<file path="config.mk">
export PLATFORM = sky130hd
export DESIGN_NAME = pipeline_hazard_ctrl
export DESIGN_NICKNAME = d
export VERILOG_FILES = /design/src/rtl/pipeline_hazard_ctrl_pkg.sv /design/src/rtl/hazard_fwd_sel.sv /design/src/rtl/pipeline_hazard_ctrl.sv
export SDC_FILE = /design/constraint.sdc
export NUM_CORES = 1
export LEC_CHECK = 0
export BUFFER_PORTS_ARGS = -buffer_cell sky130_fd_sc_hd__buf_2
export CAP_MARGIN = 15
export CELL_PAD_IN_SITES_DETAIL_PLACEMENT = 1
export CELL_PAD_IN_SITES_GLOBAL_PLACEMENT = 2
export CORE_ASPECT_RATIO = 1.2
export CORE_UTILIZATION = 14
export DETAILED_ROUTE_END_ITERATION = 12
export PLACE_DENSITY = 0.77
export SYNTH_ARGS = -nofsm -noshare
export SYNTH_HDL_FRONTEND = slang
export SYNTH_SLANG_ARGS = --single-unit
</file>
<file path="constraint.sdc">
create_clock -name clk -period 2.6 [get_ports clk]
set_input_delay 0.65 -clock clk [delete_from_list [all_inputs] [get_ports clk]]
set_output_delay 0.65 -clock clk [all_outputs]
set_load 0.01 [all_outputs]
</file>
<file path="src/rtl/pipeline_hazard_ctrl_pkg.sv">
`default_nettype none
// +----------------------------------------------------------------------+
// | pipeline_hazard_ctrl_pkg : shared FSM encoding and forward selects   |
// | Rev 1.0                                                              |
// +----------------------------------------------------------------------+
package pipeline_hazard_ctrl_pkg;

  localparam int CNT_W = 4;

  typedef enum logic [1:0] {
    ST_RUN        = 2'd0,
    ST_LOAD_STALL = 2'd1,
    ST_FLUSH      = 2'd2
  } state_t;

  localparam logic [1:0] FWD_REG   = 2'b00;
  localparam logic [1:0] FWD_EXMEM = 2'b10;
  localparam logic [1:0] FWD_MEMWB = 2'b01;

endpackage
`default_nettype wire

</file>
<file path="src/rtl/hazard_fwd_sel.sv">
`default_nettype none
// +----------------------------------------------------------------------+
// | hazard_fwd_sel : one ALU operand forward select, EX/MEM over MEM/WB  |
// | Rev 1.0                                                              |
// +----------------------------------------------------------------------+
module hazard_fwd_sel
  import pipeline_hazard_ctrl_pkg::*;
#(
  parameter int REG_ADDR_W = 5
) (
  input  logic                  ex_mem_we,
  input  logic [REG_ADDR_W-1:0] ex_mem_rd,
  input  logic                  mem_wb_we,
  input  logic [REG_ADDR_W-1:0] mem_wb_rd,
  input  logic [REG_ADDR_W-1:0] src,
  output logic [1:0]            sel
);

  always_comb begin
    sel = FWD_REG;
    if (ex_mem_we && (ex_mem_rd != '0) && (ex_mem_rd == src)) begin
      sel = FWD_EXMEM;
    end else if (mem_wb_we && (mem_wb_rd != '0) && (mem_wb_rd == src)) begin
      sel = FWD_MEMWB;
    end
  end

endmodule
`default_nettype wire

</file>
<file path="src/rtl/pipeline_hazard_ctrl.sv">
`default_nettype none
// +----------------------------------------------------------------------+
// | pipeline_hazard_ctrl : load-use stall, branch flush, memory freeze   |
// | and optional forwarding (macro HAZARD_FORWARD_EN).                   |
// | Rev 1.0                                                              |
// +----------------------------------------------------------------------+
module pipeline_hazard_ctrl
  import pipeline_hazard_ctrl_pkg::*;
#(
  parameter int REG_ADDR_W        = 5,
  parameter int LOAD_STALL_CYCLES = 1,
  parameter int FLUSH_CYCLES      = 1
) (
  input  logic                  clk,
  input  logic                  resetN,
  input  logic                  idExMemRead,
  input  logic                  idExRegWrite,
  input  logic [REG_ADDR_W-1:0] idExRs,
  input  logic [REG_ADDR_W-1:0] idExRt,
  input  logic [REG_ADDR_W-1:0] idExRd,
  input  logic                  exMemRegWrite,
  input  logic                  memWbRegWrite,
  input  logic [REG_ADDR_W-1:0] exMemRd,
  input  logic [REG_ADDR_W-1:0] memWbRd,
  input  logic [REG_ADDR_W-1:0] ifIdRs,
  input  logic [REG_ADDR_W-1:0] ifIdRt,
  input  logic                  ifIdUsesRt,
  input  logic                  branchTaken,
  input  logic                  memBusy,
  output logic                  pcWrite,
  output logic                  ifIdWrite,
  output logic                  bubbleInstruction,
  output logic                  ifIdFlush,
  output logic [1:0]            forwardA,
  output logic [1:0]            forwardB
);

  state_t           state, state_nxt;
  logic [CNT_W-1:0] cnt, cnt_nxt;
  logic             pc_we, ifid_we, bubble, flush;
  logic             load_haz, raw_haz;
  logic [1:0]       fwd_a, fwd_b;

  function automatic logic src_hit(input logic [REG_ADDR_W-1:0] dst,
                                   input logic [REG_ADDR_W-1:0] rs,
                                   input logic [REG_ADDR_W-1:0] rt,
                                   input logic                  uses_rt);
    return (dst != '0) && ((dst == rs) || (uses_rt && (dst == rt)));
  endfunction

  assign load_haz = idExMemRead && src_hit(idExRt, ifIdRs, ifIdRt, ifIdUsesRt);

`ifdef HAZARD_FORWARD_EN
  hazard_fwd_sel #(.REG_ADDR_W(REG_ADDR_W)) u_fwd_a (
    .ex_mem_we (exMemRegWrite),
    .ex_mem_rd (exMemRd),
    .mem_wb_we (memWbRegWrite),
    .mem_wb_rd (memWbRd),
    .src       (idExRs),
    .sel       (fwd_a)
  );

  hazard_fwd_sel #(.REG_ADDR_W(REG_ADDR_W)) u_fwd_b (
    .ex_mem_we (exMemRegWrite),
    .ex_mem_rd (exMemRd),
    .mem_wb_we (memWbRegWrite),
    .mem_wb_rd (memWbRd),
    .src       (idExRt),
    .sel       (fwd_b)
  );

  assign raw_haz = 1'b0;
  logic unused_nofwd;
  assign unused_nofwd = &{1'b0, idExRegWrite, idExRd};
`else
  // Without forwarding, any in-flight producer of an IF/ID source must be waited out.
  assign raw_haz = (idExRegWrite  && src_hit(idExRd,  ifIdRs, ifIdRt, ifIdUsesRt)) ||
                   (exMemRegWrite && src_hit(exMemRd, ifIdRs, ifIdRt, ifIdUsesRt));
  assign fwd_a   = FWD_REG;
  assign fwd_b   = FWD_REG;
  logic unused_fwd;
  assign unused_fwd = &{1'b0, idExRs, memWbRegWrite, memWbRd};
`endif

  always_ff @(posedge clk or negedge resetN) begin
    if (!resetN) begin
      state <= ST_RUN;
      cnt   <= '0;
    end else begin
      state <= state_nxt;
      cnt   <= cnt_nxt;
    end
  end

  always_comb begin
    state_nxt = state;
    cnt_nxt   = cnt;
    pc_we     = 1'b1;
    ifid_we   = 1'b1;
    bubble    = 1'b0;
    flush     = 1'b0;
    if (memBusy) begin
      pc_we   = 1'b0;
      ifid_we = 1'b0;
    end else begin
      case (state)
        ST_RUN: begin
          if (branchTaken) begin
            bubble = 1'b1;
            flush  = 1'b1;
            if (FLUSH_CYCLES > 1) begin
              state_nxt = ST_FLUSH;
              cnt_nxt   = CNT_W'(FLUSH_CYCLES - 2);
            end
          end else if (load_haz || raw_haz) begin
            pc_we   = 1'b0;
            ifid_we = 1'b0;
            bubble  = 1'b1;
            // A RAW match without a load clears itself once the producer advances.
            if (load_haz && (LOAD_STALL_CYCLES > 1)) begin
              state_nxt = ST_LOAD_STALL;
              cnt_nxt   = CNT_W'(LOAD_STALL_CYCLES - 2);
            end
          end
        end
        ST_LOAD_STALL: begin
          pc_we   = 1'b0;
          ifid_we = 1'b0;
          bubble  = 1'b1;
          if (cnt == '0) state_nxt = ST_RUN;
          else           cnt_nxt   = cnt - 4'd1;
        end
        ST_FLUSH: begin
          bubble = 1'b1;
          flush  = 1'b1;
          if (cnt == '0) state_nxt = ST_RUN;
          else           cnt_nxt   = cnt - 4'd1;
        end
        default: begin
          state_nxt = ST_RUN;
          cnt_nxt   = '0;
        end
      endcase
    end
  end

  assign pcWrite           = resetN & pc_we;
  assign ifIdWrite         = resetN & ifid_we;
  assign bubbleInstruction = resetN & bubble;
  assign ifIdFlush         = resetN & flush;
  assign forwardA          = {2{resetN}} & fwd_a;
  assign forwardB          = {2{resetN}} & fwd_b;

endmodule
`default_nettype wire

</file>
* Word-level counts from Yosys, hierarchy flattened
Cells that the tools add are included.
W data, S select, Z words.
** Operators by class
- Reductions and logical operators :: 22
- $add $sub $neg :: 1
- Bitwise operators :: 5
- Eq/ne operators :: 10
- Multiplexer cells :: 15
** Operators by type and width (count)
- $eq A5 B5 Y1 :: 6
- $reduce_bool A5 Y1 :: 3
- $logic_and A1 B1 Y1 :: 9
- $mux W1 :: 8
- $pmux W4 S2 :: 1
- $pmux W1 S2 :: 3
- $reduce_and A3 Y1 :: 2
- $logic_or A1 B1 Y1 :: 5
- $logic_not A4 Y1 :: 1
- $mux W4 :: 1
- $pmux W2 S2 :: 1
- $sub A4 B1 Y4 const B :: 1
- $and A1 B1 Y1 :: 3
- $eq A2 B1 Y1 const B :: 1
- $eq A2 B2 Y1 const B :: 1
- $logic_not A2 Y1 :: 1
- $mux W2 :: 1
- $ne A2 B1 Y1 const B :: 1
- $ne A2 B2 Y1 const B :: 1
- $not A1 Y1 :: 2
- $reduce_or A2 Y1 :: 1
** Storage, ports and cells
- Word-level logic and storage cells :: 55
- Register bits :: 6
- Bits of input ports :: 44
- Output and inout port bits :: 8

* Logic depth before layout (Yosys ltp)
Gate-level depths: netlist of the first run.
- Depth in word-level cells :: 12
- Gate-level depth with buffers :: 6
- Depth with buffers taken out :: 5

* Worst setup path after synthesis of the first run
OpenSTA, ideal clock, no wires.
- Path type :: input to output
- From :: in exMemRd[1]
- To :: out pcWrite
- Setup slack :: -79 ps
- Data arrival time :: 2029 ps
- Stages on the path :: 5
- Data required time :: 1950 ps
- Path buffers :: 1
- Cell sequence :: or4_1 -> o21a_1 -> a222oi_1 -> o21ba_1 -> buf_4
** Between the ends
- Cells in the longest elaborated chain, start to end :: 12
- Elaborated cells on any way between the ends :: 14
- Those cells by class :: eq/ne (2); mux (4); bitwise (1); reduce/logical (7)
** RTL lines
- start, declared :: RTL line pipeline_hazard_ctrl.sv:23 : input logic [REG_ADDR_W-1:0] exMemRd,
- $eq A5 B5 Y1 :: RTL line pipeline_hazard_ctrl.sv:48 : return (dst != '0) && ((dst == rs) || (uses_rt && (dst == rt)));
- $logic_and A1 B1 Y1 :: RTL line pipeline_hazard_ctrl.sv:48
- $logic_or A1 B1 Y1 :: RTL line pipeline_hazard_ctrl.sv:48
- $logic_and A1 B1 Y1 (*) :: RTL line pipeline_hazard_ctrl.sv:48
- $logic_and A1 B1 Y1 (*) :: RTL line pipeline_hazard_ctrl.sv:78 : (exMemRegWrite && src_hit(exMemRd, ifIdRs, ifIdRt, ifIdUsesRt));
- $logic_or A1 B1 Y1 (*) :: RTL line pipeline_hazard_ctrl.sv:77 : assign raw_haz = (idExRegWrite && src_hit(idExRd, ifIdRs, ifIdRt, ifIdUsesRt)) ||
- $logic_or A1 B1 Y1 (*) :: RTL line pipeline_hazard_ctrl.sv:115 : end else if (load_haz || raw_haz) begin
- $mux W1 (*) (2 in series)
- $pmux W1 S2 (*)
- $mux W1 (*)
- $and A1 B1 Y1 (*)
- end, declared :: RTL line pipeline_hazard_ctrl.sv:30 : output logic pcWrite,
Every way passes the cells marked *; elsewhere a longest branch is shown, timed or not.

* Worst setup path after layout of the first run
- From :: in exMemRd[1]
- To :: out ifIdWrite
** Between the ends
- Cells in the longest elaborated chain, start to end :: 12
- Elaborated cells on any way between the ends :: 14
- Those cells by class :: eq/ne (2); mux (4); bitwise (1); reduce/logical (7)
** RTL lines
- $eq A5 B5 Y1 :: RTL line pipeline_hazard_ctrl.sv:48
- $logic_and A1 B1 Y1 :: RTL line pipeline_hazard_ctrl.sv:48
- $logic_or A1 B1 Y1 :: RTL line pipeline_hazard_ctrl.sv:48
- $logic_and A1 B1 Y1 (*) :: RTL line pipeline_hazard_ctrl.sv:48
- $logic_and A1 B1 Y1 (*) :: RTL line pipeline_hazard_ctrl.sv:78
- $logic_or A1 B1 Y1 (*) :: RTL line pipeline_hazard_ctrl.sv:77
- $logic_or A1 B1 Y1 (*) :: RTL line pipeline_hazard_ctrl.sv:115
- $mux W1 (*) :: RTL line pipeline_hazard_ctrl.sv:115
- $mux W1 (*) :: RTL line pipeline_hazard_ctrl.sv:108 : if (branchTaken) begin
- $pmux W1 S2 (*) :: RTL line pipeline_hazard_ctrl.sv:106 : case (state)
- $mux W1 (*) :: RTL line pipeline_hazard_ctrl.sv:102 : if (memBusy) begin
- $and A1 B1 Y1 (*) :: RTL line pipeline_hazard_ctrl.sv:148 : assign ifIdWrite = resetN & ifid_we;
- end, declared :: RTL line pipeline_hazard_ctrl.sv:31 : output logic ifIdWrite,
Marked as above.

==> run metrics, run 1 <==
Starting DRT DRC Count=5; DR vias=601; vias per inst=a little over 4; CTS Hold Bufs=0; Post-Syn Instances=63; crit path from=exMemRd[1]; mapped cell area=between 400 and 500 sq um; DRC=0; period utilisation layout=110%; Hold EP=pcWrite; Hold Crit Depth=3; Initial Utilization=14.9%; Routed WL per cell=between 10 and 15 um; global-route congestion overflow total=0; Final TNS setup=-0.700 ns; share of layout cells above drive strength 1=47.7%; GR Util met3=0%; antenna violations before repair=0; DRT antenna net count=0; PwrDens=~170 nW/um^2; CP Class=in2out; GR peak layer=met2; Peak VDD IR=0.0523 mV; total track usage=9.87%; max-cap violation count=0; worst min path class=in2out; Global Route met1 Usage=12.6%; Crit. End Element=output port; first-pass GRT wire length=2.70 mm; Yosys cell types=15; Pwr Total=between 100 and 150 uW; fillcell total=400; Port Buffers=36; Die Width=54.5 um; routability cong.=between 0.8 and 0.9; antenna cell count=0; vias in the first global route=approximately 650; sequential fraction of the synthesis area=0%; final worst-path setup slack=-0.249 ns; clock buffers=0; Critical Path Start Type=primary input; area of the multi-input gates=447 sq um; Synth Warn #=0; Hold Violations, Final=0; outcome=finished, violations left; Setup WS pre-CTS=-0.308 ns; Ports=52; area delta synth->final=74.1%; area leader, netlist=xnor2_1; Slew Viols, Final=0; worst hold slack=1.65 ns; Avg Cell Area, Syn=7.35 sq um; core area=3110 sq um; RSZ-0062 raised after global routing=yes; failing checks=negative setup slack; GR Util met2=between 10% and 20%; NumNets Final=157; CP Data Required Time=1.95 ns; WP data arrival=2.20 ns; Synth top area share=56.8%; die area=3540 sq um; Worst Hold Launch=branchTaken; num rows=22; largest net degree at the start of global routing=4; DPL Wire Length=1.59 mm; most area-consuming cells after synthesis=xnor2_1 57%, buf_4 8.1%, nand2_1 4.9%, o21a_1 4.9%, or4_1 4.9%; Max Fanout on Critical Path=2; FFs & Latches=0; Routed WL=1.72 mm; first drt pass iteration count=4; die height=~65 um; fmax=351 MHz; final setup violation count=3; Sequential Area=0 sq um; Tmin final=2.85 ns; Leak=0.345 nW
## worst max-delay path by stage
stage,depth (start not counted),to,slack [ns]
2_1_floorplan,5,pcWrite,-0.05
3_3_place_gp,7,pcWrite,-0.31
3_5_place_dp,7,ifIdWrite,-0.31
4_1_cts,7,ifIdWrite,-0.29
5_1_grt,7,ifIdWrite,-0.33
6_report,7,ifIdWrite,-0.25
## power by group
part | internal, mW | switching (mW) | total (mW)
registers | 0 | 0 | 0
clock network | 0 | 0 | 0
logic | 0.0783 | 0.0601 | 0.138
total | 0.0783 | 0.0601 | 0.138
## cell families after synthesis
| family | Yosys count | synth area share (%) |
|---|---|---|
| compound gates | 9 | 14.3 |
| xor+xnor | 30 | 56.8 |
| buf+inv | 6 | 8.92 |
| other cells | 1 | 0.810 |
| simple gates | 17 | 19.2 |
## area by class of cell
| class | count | area share [%] |
|---|---|---|
| inverters | 1 | 0.466 |
| multi-input cells | 60 | 55.4 |
| repair buffers | 50 | 38.5 |
| well taps | 36 | 5.59 |
## per-layer routing
metal | share of wire [%] | up-vias
met5 | 0 | -
met4 | 0 | 0
met3 | 4.3 | 0
met2 | 55 | 21
met1 | 41 | 275
li1 | - | 305
## synthesized netlist by cell type
cell,instances
nand3_1,3
nand4_1,3
o21a_1,3
xnor2_1,30
or4_1,3
nand2_1,6
a21oi_1,1
buf_4,5
conb_1,1
a222oi_1,1
o21ba_1,1
inv_1,1
o22ai_1,3
nor2_1,1
nand2b_1,1
## worst max-delay path: stages
cell and delay (ns):
buf_6 0.09, or4_4 0.51, o21a_1 0.19, a222oi_1 0.34, buf_4 0.18, o21ba_4 0.14
buf_6 0.10
## metrics by stage
| stage | area, sq um | std cells | utilization [%] |
|---|---|---|---|
| 2_1_floorplan | 474 | 66 | - |
| 3_3_place_gp | 759 | 146 | 24.4 |
| 3_5_place_dp | 759 | 146 | 24.4 |
| 4_1_cts | 796 | 147 | 25.6 |
| 5_1_grt | 806 | 147 | 25.9 |
| 6_report | 806 | 147 | 25.9 |
## repair_timing
item                                    4_1_cts  5_1_grt
endpoints found under the setup margin        3        3
pin swaps                                     1        1
setup buffers                                 1        0
gates resized for setup                       5        2
## layout by cell type, fill, tap and decap left out
| master | synthesis | layout |
|---|---|---|
| or4_4 | 0 | 2 |
| o22ai_1 | 3 | 3 |
| o21ba_4 | 0 | 1 |
| inv_1 | 1 | 1 |
| xnor2_1 | 30 | 30 |
| nand3_1 | 3 | 3 |
| a222oi_1 | 1 | 1 |
| nand4_1 | 3 | 3 |
| conb_1 | 1 | 4 |
| buf_4 | 5 | 14 |
| buf_2 | 0 | 32 |
| a21oi_1 | 1 | 1 |
| nand2_1 | 6 | 6 |
| or4_1 | 3 | 1 |
| o21a_1 | 3 | 3 |
| nor2_1 | 1 | 1 |
| nand2b_1 | 1 | 1 |
| buf_6 | 0 | 4 |
No activity file was read; power rests on OpenSTA's default activity.
==> inputs of run 2 (changes only) <==
--- a/config.mk
+++ b/config.mk
@@ -12,7 +12,7 @@
 export CORE_ASPECT_RATIO = 1.2
 export CORE_UTILIZATION = 14
 export DETAILED_ROUTE_END_ITERATION = 12
-export PLACE_DENSITY = 0.77
+export PLACE_DENSITY_LB_ADDON = 0.1
 export SYNTH_ARGS = -nofsm -noshare
 export SYNTH_HDL_FRONTEND = slang
 export SYNTH_SLANG_ARGS = --single-unit
==> run 2 against run 1 <==
The flow still finishes with violations (negative setup slack); worst setup slack improved by 0.010 ns; power decreased by 2.5%; sequential share of layout area unchanged; non-clock buffer count fell by 1; critical path depth is the same; via count shrank 1.3%; utilization is 0.24 points lower; global-route usage shrank 0.32 points; cell area shrank 0.93%; clock-buffer cell count is the same; cell count shrank 0.68%; critical path type unchanged; critical endpoint unchanged; largest cell class unchanged.
==> run metrics, run 2 (same netlist as run 1, synthesis figures left out) <==
outcome=finished, violations left; failing checks=negative setup slack; Die Width=54.5 um (unchanged); antenna violations before repair=0 (unchanged); vias in the first global route=582 (-9.8%); area delta synth->final=72.4%; Clk pwr share=0% (unchanged); Peak VDD IR=0.0610 mV (+17%); Sequential Power Share=0% (unchanged); Port Buffers=36 (unchanged); Core Util, Final=25.7% (-0.24 points); CP peak stage delay=0.53 ns (+0.02 ns); NumNets Final=156 (-0.64%); Slew Viols, Final=0 (unchanged); fmax=352 MHz (+0.36%); switching share of power=42.6% (-0.77 points); num rows=22 (unchanged); CP Cell Sequence=buf_6 -> or4_4 -> o21a_1 -> a222oi_1 -> buf_4 -> o21ba_4 -> buf_6; Critical Path Start Type=primary input; share of layout cells above drive strength 1=47.3% (-0.48 points); DPL Wire Length=1.57 mm (-1.3%); max-cap violation count=0 (unchanged); DR vias=593 (-1.3%); Worst Hold Launch=branchTaken; combinational share of power=100.0% (about the same); commonest non-fill, non-tap cell in the layout=buf_2; postcts setup bufs=0 (-1); Tmin final=2.84 ns (-0.0102 ns); Max Fanout on Critical Path=2 (unchanged); DP Cell Count=146 (unchanged); Top cell by count, worst path=buf_6; CP Class=in2out; period utilisation layout=109% (-0.39 points); Ports=52 (unchanged); DRT antenna net count=0 (unchanged); CP Buf/Inv Count=3 (unchanged); Crit. End Element=output port; fillcell total=399 (-0.25%); Hold EP=ifIdFlush; DRC=0 (unchanged); Routed WL=1.65 mm (-3.9%); worst min path class=in2out; first-pass GRT wire length=2.47 mm (-8.4%); Hold Violations, Final=0 (unchanged); Sequential Area=0 sq um (unchanged); final worst-path setup slack=-0.238 ns (+0.0102 ns); Starting DRT DRC Count=8 (+3); routability cong.=0.727 (-17%); WP data arrival=2.19 ns (about the same); non-filler instance count after layout=146 (-0.68%); commonest cells after routing, fill and taps aside=32 x buf_2, 30 x xnor2_1, 13 x buf_4; Routed WL per cell=11.3 um (-3.2%); final setup violation count=3 (unchanged); core area=3110 sq um (unchanged); global-route congestion overflow total=0 (unchanged); clock buffers=0 (unchanged); RSZ-0062 raised after global routing=yes; delay-heaviest family, CP=compound AO/OA/AOI/OAI gates; PwrDens=169 nW/um^2 (-1.6%); Hold Crit Depth=4 (+1); first drt pass iteration count=4 (unchanged); internal cell power=77.3 uW (-1.2%); die height=65.0 um (unchanged); vias per inst=4.06 (-0.66%); Worst path slowest cell=or4_4; NetSw=57.5 uW (-4.3%); total track usage=9.55% (-0.32 points); die area=3540 sq um (unchanged); Initial Utilization=14.9% (unchanged); Leak=0.340 nW (-1.4%); antenna cell count=0 (unchanged); largest net degree at the start of global routing=4 (unchanged); CP Data Required Time=1.95 ns (about the same); FFs & Latches=0 (unchanged)
[run 2: stage by stage]
stage | total power [mW] | hold slack (ns) | area (sq um) | setup TNS [ns] | setup WS, ns
final | 0.135 | 1.64 | 798 | -0.675 | -0.238
after global routing | 0.150 | 1.66 | 798 | -0.952 | -0.325
after CTS | 0.138 | 1.64 | 798 | -0.791 | -0.277
after detailed placement | 0.130 | 1.63 | 759 | -0.879 | -0.312
after global placement | 0.129 | 1.63 | 759 | -0.848 | -0.304
after floorplan | 0.0666 | 1.41 | 474 | -0.0504 | -0.0504
[run 2: final cells by class]
| cell class | count | area, sq um | area share [%] |
|---|---|---|---|
| multi-input cells | 60 | 447 | 56.0 |
| well taps | 36 | 45.0 | 5.64 |
| repair buffers | 49 | 303 | 37.9 |
| inverters | 1 | 3.75 | 0.470 |
[run 2: per-layer routing]
| metal | up-vias | GRT usage (%) | routed length [um] |
|---|---|---|---|
| met5 | - | 0 | 0 |
| met4 | 0 | 0 | 0 |
| met3 | 0 | 0.939 | 129 |
| met2 | 30 | 18.9 | 850 |
| met1 | 261 | 11.0 | 670 |
| li1 | 302 | - | - |
[run 2: timing repair]
item                       4_1_cts  5_1_grt
hold buffers                     0        0
gates resized for setup          7        0
pin swaps                        1        1
setup endpoints to repair        3        3
[run 2: worst max-delay path by stage]
stage                           from   endpoint  cells past startpoint
after CTS                 exMemRd[1]  ifIdWrite                      7
after floorplan           exMemRd[1]    pcWrite                      5
after detailed placement  exMemRd[1]  ifIdWrite                      7
after global placement    exMemRd[1]  ifIdWrite                      7
final                     exMemRd[1]  ifIdWrite                      7
after global routing      exMemRd[1]    pcWrite                      7
[run 2: power by group through the flow]
stage	clock [mW]	sequential (mW)	combinational (mW)
after floorplan	0	0	0.0666
after detailed placement	0	0	0.130
final	0	0	0.135
after global routing	0	0	0.150
after global placement	0	0	0.129
after CTS	0	0	0.138
==> inputs of run 3 (changes only) <==
--- a/config.mk
+++ b/config.mk
@@ -7,12 +7,13 @@
 export LEC_CHECK = 0
 export BUFFER_PORTS_ARGS = -buffer_cell sky130_fd_sc_hd__buf_2
 export CAP_MARGIN = 15
-export CELL_PAD_IN_SITES_DETAIL_PLACEMENT = 1
+export CELL_PAD_IN_SITES_DETAIL_PLACEMENT = 2
 export CELL_PAD_IN_SITES_GLOBAL_PLACEMENT = 2
 export CORE_ASPECT_RATIO = 1.2
 export CORE_UTILIZATION = 14
 export DETAILED_ROUTE_END_ITERATION = 12
 export PLACE_DENSITY_LB_ADDON = 0.1
+export SETUP_SLACK_MARGIN = 0.05
 export SYNTH_ARGS = -nofsm -noshare
 export SYNTH_HDL_FRONTEND = slang
 export SYNTH_SLANG_ARGS = --single-unit
==> run 3 against run 2 <==
The run still ends with negative setup slack left; power is 0.33% higher; clock-buffer cell count unchanged; utilization did not move; cell area is the same; critical path depth is the same; cell count did not move; sequential cell count did not move; worst setup slack got worse by 0.019 ns; maximum frequency shrank 0.67%; non-clock buffer count stayed put; global-route usage is 0.97 points higher.
==> run metrics, run 3 (same netlist as run 1, synthesis figures left out) <==
non-filler instance count after layout=146 (unchanged); PwrDens=169 nW/um^2 (+0.33%); failing checks=negative setup slack; Port Buffers=36 (unchanged); die height=65.0 um (unchanged); Pwr Total=135 uW (+0.33%); WP data arrival=2.21 ns (+0.02 ns); Starting DRT DRC Count=6 (-2); Routed WL=1.75 mm (+6.1%); DRT antenna net count=0 (unchanged); outcome=finished, violations left; DRC=0 (unchanged); die area=3540 sq um (unchanged); Leak=0.340 nW (about the same); final setup violation count=3 (unchanged); Die Width=54.5 um (unchanged); final worst-path setup slack=-0.257 ns (-0.0190 ns); largest net degree at the start of global routing=4 (unchanged); FFs & Latches=0 (unchanged); Tmin final=2.86 ns (+0.0190 ns); period utilisation layout=110% (+0.73 points); DP Cell Count=146 (unchanged); vias in the first global route=640 (+10%); global-route congestion overflow total=0 (unchanged); DR vias=600 (+1.2%); Hold Violations, Final=0 (unchanged); DPL Wire Length=1.73 mm (+10%); vias per inst=4.11 (+1.2%); CP Data Required Time=1.95 ns (about the same); fmax=350 MHz (-0.67%); Slew Viols, Final=0 (unchanged); NumNets Final=156 (unchanged); clock buffers=0 (unchanged); Critical Path Start Type=primary input; CTS Hold Bufs=0 (unchanged); antenna cell count=0 (unchanged); commonest non-fill, non-tap cell in the layout=buf_2; Core Util, Final=25.7% (unchanged); Peak VDD IR=0.0512 mV (-16%); max-cap violation count=0 (unchanged); Hold Crit Depth=4 (unchanged); Initial Utilization=14.9% (unchanged); first drt pass iteration count=4 (unchanged); routability cong.=0.727 (unchanged); worst min path class=in2out; first-pass GRT wire length=2.76 mm (+12%); share of layout cells above drive strength 1=47.3% (unchanged); Sequential Area=0 sq um (unchanged); Ports=52 (unchanged); RSZ-0062 raised after global routing=yes; fillcell total=389 (-2.5%); num rows=22 (unchanged); Max Fanout on Critical Path=2 (unchanged); core area=3110 sq um (unchanged); Crit. End Element=output port; antenna violations before repair=0 (unchanged); area delta synth->final=72.4% (unchanged); CP Class=in2out; commonest cells after routing, fill and taps aside=32 x buf_2, 30 x xnor2_1, 13 x buf_4; postcts setup bufs=0 (unchanged); total track usage=10.5% (+0.97 points); Routed WL per cell=12.0 um (+6.1%)
run 3: cell counts in the layout (fill, tap and decap cells not counted):
No cell type changed its count.
run 3: worst paths after layout:
path	from	endpoint	slack, ns
worst max-delay path	exMemRd[1]	ifIdWrite	-0.26
worst min-delay path	branchTaken	ifIdFlush	1.65
run 3: area by class of cell:
| cell class | count | area [sq um] | area share, % |
|---|---|---|---|
| multi-input combinational | 60 | 447 | 56.0 |
| timing repair buffer | 49 | 303 | 37.9 |
| tap | 36 | 45.0 | 5.64 |
| inverter | 1 | 3.75 | 0.470 |
run 3: repair_timing:
action	4_1_cts	5_1_grt
hold endpoints to repair	0	0
gates resized for setup	5	2
pin swaps	1	1
endpoints found under the setup margin	3	3
run 3: report_power, final:
part | internal [mW] | switching (mW)
logic | 0.0773 | 0.0580
registers | 0 | 0
clock network | 0 | 0
total | 0.0773 | 0.0580
run 3: worst max-delay path: stages:
cell and delay, ns:
buf_6 0.09, or4_4 0.53, o21a_1 0.18, a222oi_1 0.34, buf_4 0.18, o21ba_4 0.14
buf_6 0.10
run 3: metrics by stage:
stage / setup slack (ns) / cell area [sq um] / TNS [ns] / hold WS, ns
finish: -0.257 / 798 / -0.717 / 1.65
global route: -0.350 / 798 / -1.00 / 1.66
CTS: -0.284 / 788 / -0.790 / 1.65
detailed placement: -0.322 / 759 / -0.878 / 1.65
global placement: -0.304 / 759 / -0.848 / 1.63
floorplan: -0.0504 / 474 / -0.0504 / 1.41
run 3: routing by layer:
layer	wire length, um	global-route usage [%]
met3	106	0.469
met5	0	0
met4	0	0
met1	725	13.1
met2	918	20.1
